File: config.mk
export PLATFORM = sky130hd
export DESIGN_NAME = led_pattern_engine
export DESIGN_NICKNAME = d
export VERILOG_FILES = /design/src/rtl/led_pattern_engine.sv
export SDC_FILE = /design/constraint.sdc
export NUM_CORES = 1
export LEC_CHECK = 0
export CORE_MARGIN = 2
export CORE_UTILIZATION = 57
export CTS_BUF_LIST = sky130_fd_sc_hd__clkbuf_8
export DETAILED_ROUTE_END_ITERATION = 8
export PLACE_DENSITY = 0.82
export SYNTH_ARGS = -nofsm -noshare
export SYNTH_HDL_FRONTEND = slang
export SYNTH_SLANG_ARGS = --single-unit
File: constraint.sdc
create_clock -name clock -period 3 [get_ports clock]
set_clock_uncertainty 0.15 [all_clocks]
set_input_delay 0.45 -clock clock [delete_from_list [all_inputs] [get_ports clock]]
set_output_delay 0.45 -clock clock [all_outputs]
set_load 0.05 [all_outputs]
File: src/rtl/led_pattern_engine.sv
// Pattern engine for an N-wide LED bus: heartbeat, chase, bounce and fill.
// Mode and period are taken only at frame boundaries so a running pattern never tears.
module led_pattern_engine #(
  parameter int N_LEDS    = 8,
  parameter int PERIOD_W  = 2,
  parameter int STEP_BASE = 1
) (
  input  logic                clock,
  input  logic                reset,
  input  logic                io_enable,
  input  logic [1:0]          io_mode,
  input  logic [PERIOD_W-1:0] io_period,
  output logic [N_LEDS-1:0]   io_out,
  output logic                io_frameEnd
);

  localparam int STEP_SPAN = (2 * N_LEDS - 2 > 8) ? 2 * N_LEDS - 2 : 8;
  localparam int STEP_W    = $clog2(STEP_SPAN);
  localparam int DIV_MAX   = (2 ** PERIOD_W) * STEP_BASE - 1;
  localparam int DIV_W     = (DIV_MAX < 1) ? 1 : $clog2(DIV_MAX + 1);

  localparam logic [STEP_W-1:0] LAST_HB    = STEP_W'(7);
  localparam logic [STEP_W-1:0] LAST_LIN   = STEP_W'(N_LEDS - 1);
  localparam logic [STEP_W-1:0] LAST_BN    = STEP_W'(2 * N_LEDS - 3);
  localparam logic [STEP_W-1:0] BOUNCE_TOP = STEP_W'(2 * N_LEDS - 2);
  localparam logic [STEP_W-1:0] N_STEP     = STEP_W'(N_LEDS);

  typedef enum logic {IDLE, RUN} state_t;

  state_t              state_reg, state_next;
  logic [1:0]          mode_reg, mode_next;
  logic [PERIOD_W-1:0] period_reg, period_next;
  logic [STEP_W-1:0]   step_reg, step_next;
  logic [DIV_W-1:0]    div_reg, div_next;

  logic [DIV_W-1:0]    div_last;
  logic [STEP_W-1:0]   step_last;
  logic [STEP_W-1:0]   bounce_pos;
  logic                running, step_done, frame_last;
  logic                hb_on;
  logic [N_LEDS-1:0]   lit;

  always_ff @(posedge clock or posedge reset) begin
    if (reset) begin
      state_reg  <= IDLE;
      mode_reg   <= '0;
      period_reg <= '0;
      step_reg   <= '0;
      div_reg    <= '0;
    end else begin
      state_reg  <= state_next;
      mode_reg   <= mode_next;
      period_reg <= period_next;
      step_reg   <= step_next;
      div_reg    <= div_next;
    end
  end

  always_comb begin
    div_last = DIV_W'((32'(period_reg) + 32'd1) * STEP_BASE - 1);
    case (mode_reg)
      2'd0:    step_last = LAST_HB;
      2'd2:    step_last = LAST_BN;
      default: step_last = LAST_LIN;
    endcase
  end

  assign running     = (state_reg == RUN);
  assign step_done   = (div_reg == div_last);
  assign frame_last  = (step_reg == step_last);
  assign io_frameEnd = running && step_done && frame_last;

  always_comb begin
    state_next  = state_reg;
    mode_next   = mode_reg;
    period_next = period_reg;
    step_next   = step_reg;
    div_next    = div_reg;
    case (state_reg)
      IDLE: begin
        if (io_enable) begin
          state_next  = RUN;
          mode_next   = io_mode;
          period_next = io_period;
          step_next   = '0;
          div_next    = '0;
        end
      end
      default: begin
        if (!io_enable) begin
          // Disable wins over a coincident frame end: no relatch.
          state_next = IDLE;
          step_next  = '0;
          div_next   = '0;
        end else if (step_done) begin
          div_next = '0;
          if (frame_last) begin
            step_next   = '0;
            mode_next   = io_mode;
            period_next = io_period;
          end else begin
            step_next = step_reg + STEP_W'(1);
          end
        end else begin
          div_next = div_reg + DIV_W'(1);
        end
      end
    endcase
  end

  // Output is decoded only from registered state, never from the inputs.
  assign hb_on      = (step_reg == STEP_W'(0)) || (step_reg == STEP_W'(2));
  assign bounce_pos = (step_reg < N_STEP) ? step_reg : BOUNCE_TOP - step_reg;

  genvar gi;
  generate
    for (gi = 0; gi < N_LEDS; gi++) begin : g_led
      localparam logic [STEP_W-1:0] IDX = STEP_W'(gi);
      assign lit[gi] = ((mode_reg == 2'd0) && hb_on)
                    || ((mode_reg == 2'd1) && (step_reg == IDX))
                    || ((mode_reg == 2'd2) && (bounce_pos == IDX))
                    || ((mode_reg == 2'd3) && (step_reg >= IDX));
    end
  endgenerate

  assign io_out = running ? lit : '0;

endmodule

# Yosys cells after proc, flatten, opt, wreduce, memory -nomap -nowiden
# Index checks and enable logic that the tools add are counted.
[totals]
ff_bits = 11
in_bits = 7
output_inout_bits = 9
wordCells = 122
[op_classes]
addsub = 5
magnitude_cmp = 9
n_eq_ne = 22
mux = 23
n_reduce_logical = 58
[ops]
columns = ["op", "n"]
rows = [
  ["$eq A4 B3 Y1 const B", 8],
  ["$mux W2", 14],
  ["$mux W4", 7],
  ["$logic_and A1 B1 Y1", 27],
  ["$logic_or A1 B1 Y1", 25],
  ["$eq A4 B2 Y1 const B", 4],
  ["$ge A4 B3 Y1 const B", 4],
  ["$eq A4 B1 Y1 const B", 2],
  ["$ge A4 B1 Y1 const B", 2],
  ["$ge A4 B2 Y1 const B", 2],
  ["$logic_not A4 Y1", 2],
  ["$mux W8", 1],
  ["$add A2 B1 Y2 const B", 2],
  ["$add A4 B1 Y4 const B", 1],
  ["$eq A2 B2 Y1 const B", 2],
  ["$eq A4 B4 Y1", 1],
  ["$lt A4 B4 Y1 const B", 1],
  ["$ne A2 B1 Y1 const B", 2],
  ["$sub A4 B4 Y4 const A", 1],
  ["$ne A3 B2 Y1 const B", 1],
  ["$reduce_and A3 Y1", 1],
  ["$eq A2 B1 Y1 const B", 1],
  ["$eq A2 B2 Y1", 1],
  ["$logic_not A2 Y1", 1],
  ["other kinds (4)", 4],
]

# Depth between registers and ports, before layout
# Gate-level depths: netlist of run 1.
[depth]
depth_word = 7
depth_mapped = 7
mapped_depth_nobuf = 6

# Worst setup path after synthesis of run 1
# OpenSTA, ideal clock, no wires.
[synth_timing]
path_type = "register to output"
start = "register step_reg[1]"
end = "output port io_out[6]"
arrival_time_ps = 2442
required_ps = 2400
path_slack_ps = -42
path_stages_with_launch = 8
path_buffers = 1
cell_sequence = "dfrtp_1 buf_2 inv_1 ha_1 nand2b_1 a211oi_1 o21ai_1 a41oi_1"
[synth_between]
elab_chain_len = 7
word_cells_on_any_way = 17
classes_between = "add/sub: 1; order compare: 2; eq/ne: 3; mux: 2; reduce/logical: 9"
[synth_lines]
columns = ["element", "line_no", "source"]
rows = [
  ["from (decl)", "33", "logic [STEP_W-1:0] step_reg, step_next;"],
  ["from (signal assigned)", "54", "step_reg <= step_next;"],
  ["$sub A4 B4 Y4, or another cell as far along", "113", "assign bounce_pos = (step_reg < N_STEP) ? step_reg : BOUNCE_TOP - step_reg;"],
  ["$mux W4 / $logic_or A1 B1 Y1 (equally long branches)", "113, 112", ""],
  ["$eq A4 B3 Y1 / $logic_and A1 B1 Y1 (equally long branches)", "121, 119", ""],
  ["$logic_and A1 B1 Y1 / $logic_or A1 B1 Y1 (equally long branches)", "121, 120", ""],
  ["$logic_or A1 B1 Y1", "121", "|| ((mode_reg == 2'd2) && (bounce_pos == IDX))"],
  ["$logic_or A1 B1 Y1 *", "122", "|| ((mode_reg == 2'd3) && (step_reg >= IDX));"],
  ["$mux W8 *", "126", "assign io_out = running ? lit : '0;"],
  ["to (decl)", "13", "output logic [N_LEDS-1:0] io_out,"],
]
# Mark *: on every way between the ends. The rest lies on a longest branch, timed or not.

# Worst setup path after layout of run 1
# Same ends and word-level chain as after synthesis.

==> results.txt, run 1 <==
----------------------------------------------------
[Logic synthesis]
  Cell types with the largest area share after synthesis ... dfrtp_1 (22%), ha_1 (5.0%), a21oi_1 (4.4%)
  Synthesized flop and latch total ... 11
  Synthesized instance count ... 156
  Top_reg_cell synth ... dfrtp_1
  Post-synth top cells ... a21oi_1 (11), dfrtp_1 (11), nand2_1 (11), o21ai_0 (11), inv_1 (8)
  Post-synthesis cell type count ... 57
  Average footprint of a synthesized cell ... 8.08 um2
  Netlist area before placement ... 0.00126 mm2
  Synthesized net count ... 168
  Ys async rst share ... 100%
  Number of enable flip-flop cells after synthesis ... 0
  Share of synthesized area occupied by flip-flops and latches ... 21.8%
  Count of yosys warnings during synthesis ... 0
  Fraction of post-synthesis cell area in the top cell type by area ... 21.8%
  Cell type with the highest aggregate area in the netlist ... dfrtp_1

[Global route]
  Number of global-route vias before repair ... 1213
  Wire length of the first global-routing pass ... 5.49 mm
  Antenna violations before repair ... 0
  Pin count of the biggest net entering global routing ... 24
  Final global-route overflow total ... 0
  Global routing usage summed across all routing layers ... 27.7%

[Critical path]
  Kind of critical path ... flop to output pin
  Beginning of the worst register-to-register path ... step_reg[2]$_DFFE_PP0P_
  WP data required ... 2400 ps
  Arrival time worst endpoint ... 2250 ps
  Setup crit start kind ... flop
  Critical-path maximum fanout ... 7
  Crit. End Element ... output pin
  Crit path from ... step_reg[1]$_DFFE_PP0P_

[Routing]
  Via count ... 1295
  Via density per instance ... 6.64
  Wire per inst ... 16.7 um
  Post-detailed-route count of antenna-violating nets ... 0
  Wirelength, routed ... 3.26 mm
  DRC marker count from the first detailed-route iteration ... 27
  Router iterations before antenna repair ... 4
  Remaining DRCs ... 0

[Timing]
  Headroom to the max-slew limit ... 58.4%
  Achievable Freq ... 0.350 GHz
  Final period demand of the worst path ... 2850 ps
  Setup repair after global routing missed its margin ... false
  Number of pins with negative max-slew slack in the final report ... 0
  Number of failing setup endpoints in the final timing report ... 0
  Transition at the pin with the smallest max-transition slack ... 622 ps
  Share of the clock period used by the worst path ... 95.1%
  Number of hold-slack violations in the final timing report ... 0
  Post-route setup slack ... 146 ps
  Worst hold slack ... 374 ps
  Setup TNS ... 0 ps

[Clocking]
  H-tree level count ... 1
  Count of buffers added by post-CTS timing repair for setup ... 0
  Clock sink total ... 11
  Inserted Clock Buffers ... 3
  Clock Pin Slew Worst Setup and Hold Paths ... 50 ps
  Insertion delay to the later sink of the worst-skew pair ... 240 ps
  Clock tree from TritonCTS ... done
  Hold_buf cts ... 0
  Maximum buffer depth of the clock tree ... 2
  Number of resized instances in the post-cts repair step ... 0
  Root buffer cell ... clkbuf_8

[Placed design]
  Count of buffers inserted at the top-level ports ... 15
  Post-Place Cells ... 191
  Pre-CTS worst setup slack ... 415 ps
  HPWL Detailed ... 2.38 mm
  GP Congestion ... 0.980

[Die]
  Count of boundary I/O pins ... 16
  Die area ... 0.00261 mm2
  Standard-cell row count ... 17
  Core footprint ... 0.00215 mm2
  Die Span Y ... 51.0 um
  Effective utilization at floorplan ... 58.7%
  Die Wd ... 51.0 um

[Power]
  Worst ir drop on vdd ... 0.416 mV
  P_leak ... 0.000590 uW
  Ratio of total power to cell area ... 477 mW/mm2

[Layout]
  Area added between synthesis and finish ... 21.7%
  N_diodes ... 0
  Number of flip-flops under the largest register name ... 4
  Fraction of layout instances using a drive strength above 1 ... 17.4%
  Final Non-Filler Cells ... 195
  Number of nets in the layout ... 180
  Layout Utilization ... 71.5%

[Hold path]
  Hold Crit Class ... input port to asynchronous set/reset pin

[Outcome]
  Outcome ... finished, final reports clean

[Job]
  Reported max-cap violation count ... 0

----------------------------------------------------
[cells by family (layout without fill, tap and decap cells)]
family	count (synthesis)	count (layout)	share of synthesized area, %
AOI/OAI and AO/OA	67	67	38.9
muxes	1	1	0.794
adders and majority gates	5	5	4.96
buffers and inverters	20	31	7.74
and+or+nand+nor	48	48	23.0
xor gates and xnor gates	4	4	2.78
DFF	11	11	21.8
[per-stage QoR]
| stage | area (um2) | total power [uW] |
|---|---|---|
| 4_1_cts | 1540 | 731 |
| 5_1_grt | 1540 | 776 |
| 3_3_place_gp | 1490 | 580 |
| 3_5_place_dp | 1490 | 586 |
| 6_report | 1540 | 732 |
| 2_1_floorplan | 1270 | 462 |
[power by group]
group | internal (uW) | switching [uW] | total, uW
logic | 163 | 227 | 390
registers | 167 | 32.4 | 200
clock network | 89.5 | 52.7 | 142
[final cells by class]
type	instances	area (um2)
multi-input cells	125	896
fillers	190	613
flip-flops and latches	11	275
inverters	9	33.8
repair buffers	18	250
well taps	28	35.0
clock inverters	1	3.75
clock buffers	3	41.3
[worst paths after layout]
check | end | slack [ps] | cells past startpoint
max | io_out[6] | 150 | 7
min | period_reg[0]$_DFFE_PP0P_ | 370 | 2
max reg2reg | step_reg[3]$_DFFE_PP0P_ | 1110 | 4
min reg2reg | step_reg[0]$_DFFE_PP0P_ | 380 | 1
max in group asynchronous | div_reg[0]$_DFFE_PP0P_ | 2020 | 2
min in group clock | step_reg[0]$_DFFE_PP0P_ | 380 | 1
[layout by cell type, fill, tap and decap left out, drive strengths merged, types with 3 or more instances in the layout]
cell	synthesis	routed
o21ai	14	14
nor3	3	3
nand2b	3	3
a21boi	3	3
nor2b	4	4
o21a	3	3
nand2	12	12
a31oi	6	6
a21oi	11	11
clkbuf	2	3
o22ai	3	3
o311ai	5	5
buf	9	12
nor2	5	5
nand4	4	4
clkdlybuf4s50	0	6
dfrtp	11	11
nand3b	5	5
ha	5	5
nand3	6	6
inv	9	10
[critical path, stage by stage, from the launching register on]
cell      delay (ps)
dfrtp_1          370
inv_1            180
ha_1             330
nand2b_1         220
a211oi_1         320
o21ai_1          140
a41oi_2          280
buf_12           170
[routing by layer]
| metal | track usage (%) | vias up | part of all wire (%) |
|---|---|---|---|
| met4 | 22.5 | 0 | 4.6 |
| met5 | 0 | - | 0 |
| li1 | - | 626 | - |
| met1 | 34.1 | 608 | 43 |
| met2 | 43.5 | 45 | 49 |
| met3 | 2.92 | 16 | 3.4 |
Power figures use the tool's default switching activity.
==> run 2: changes to the inputs <==
CTS_CLUSTER_SIZE = 14   (was unset)
==> results of run 2 <==
The final DEF is identical to that of run 1; final timing and power are the same.
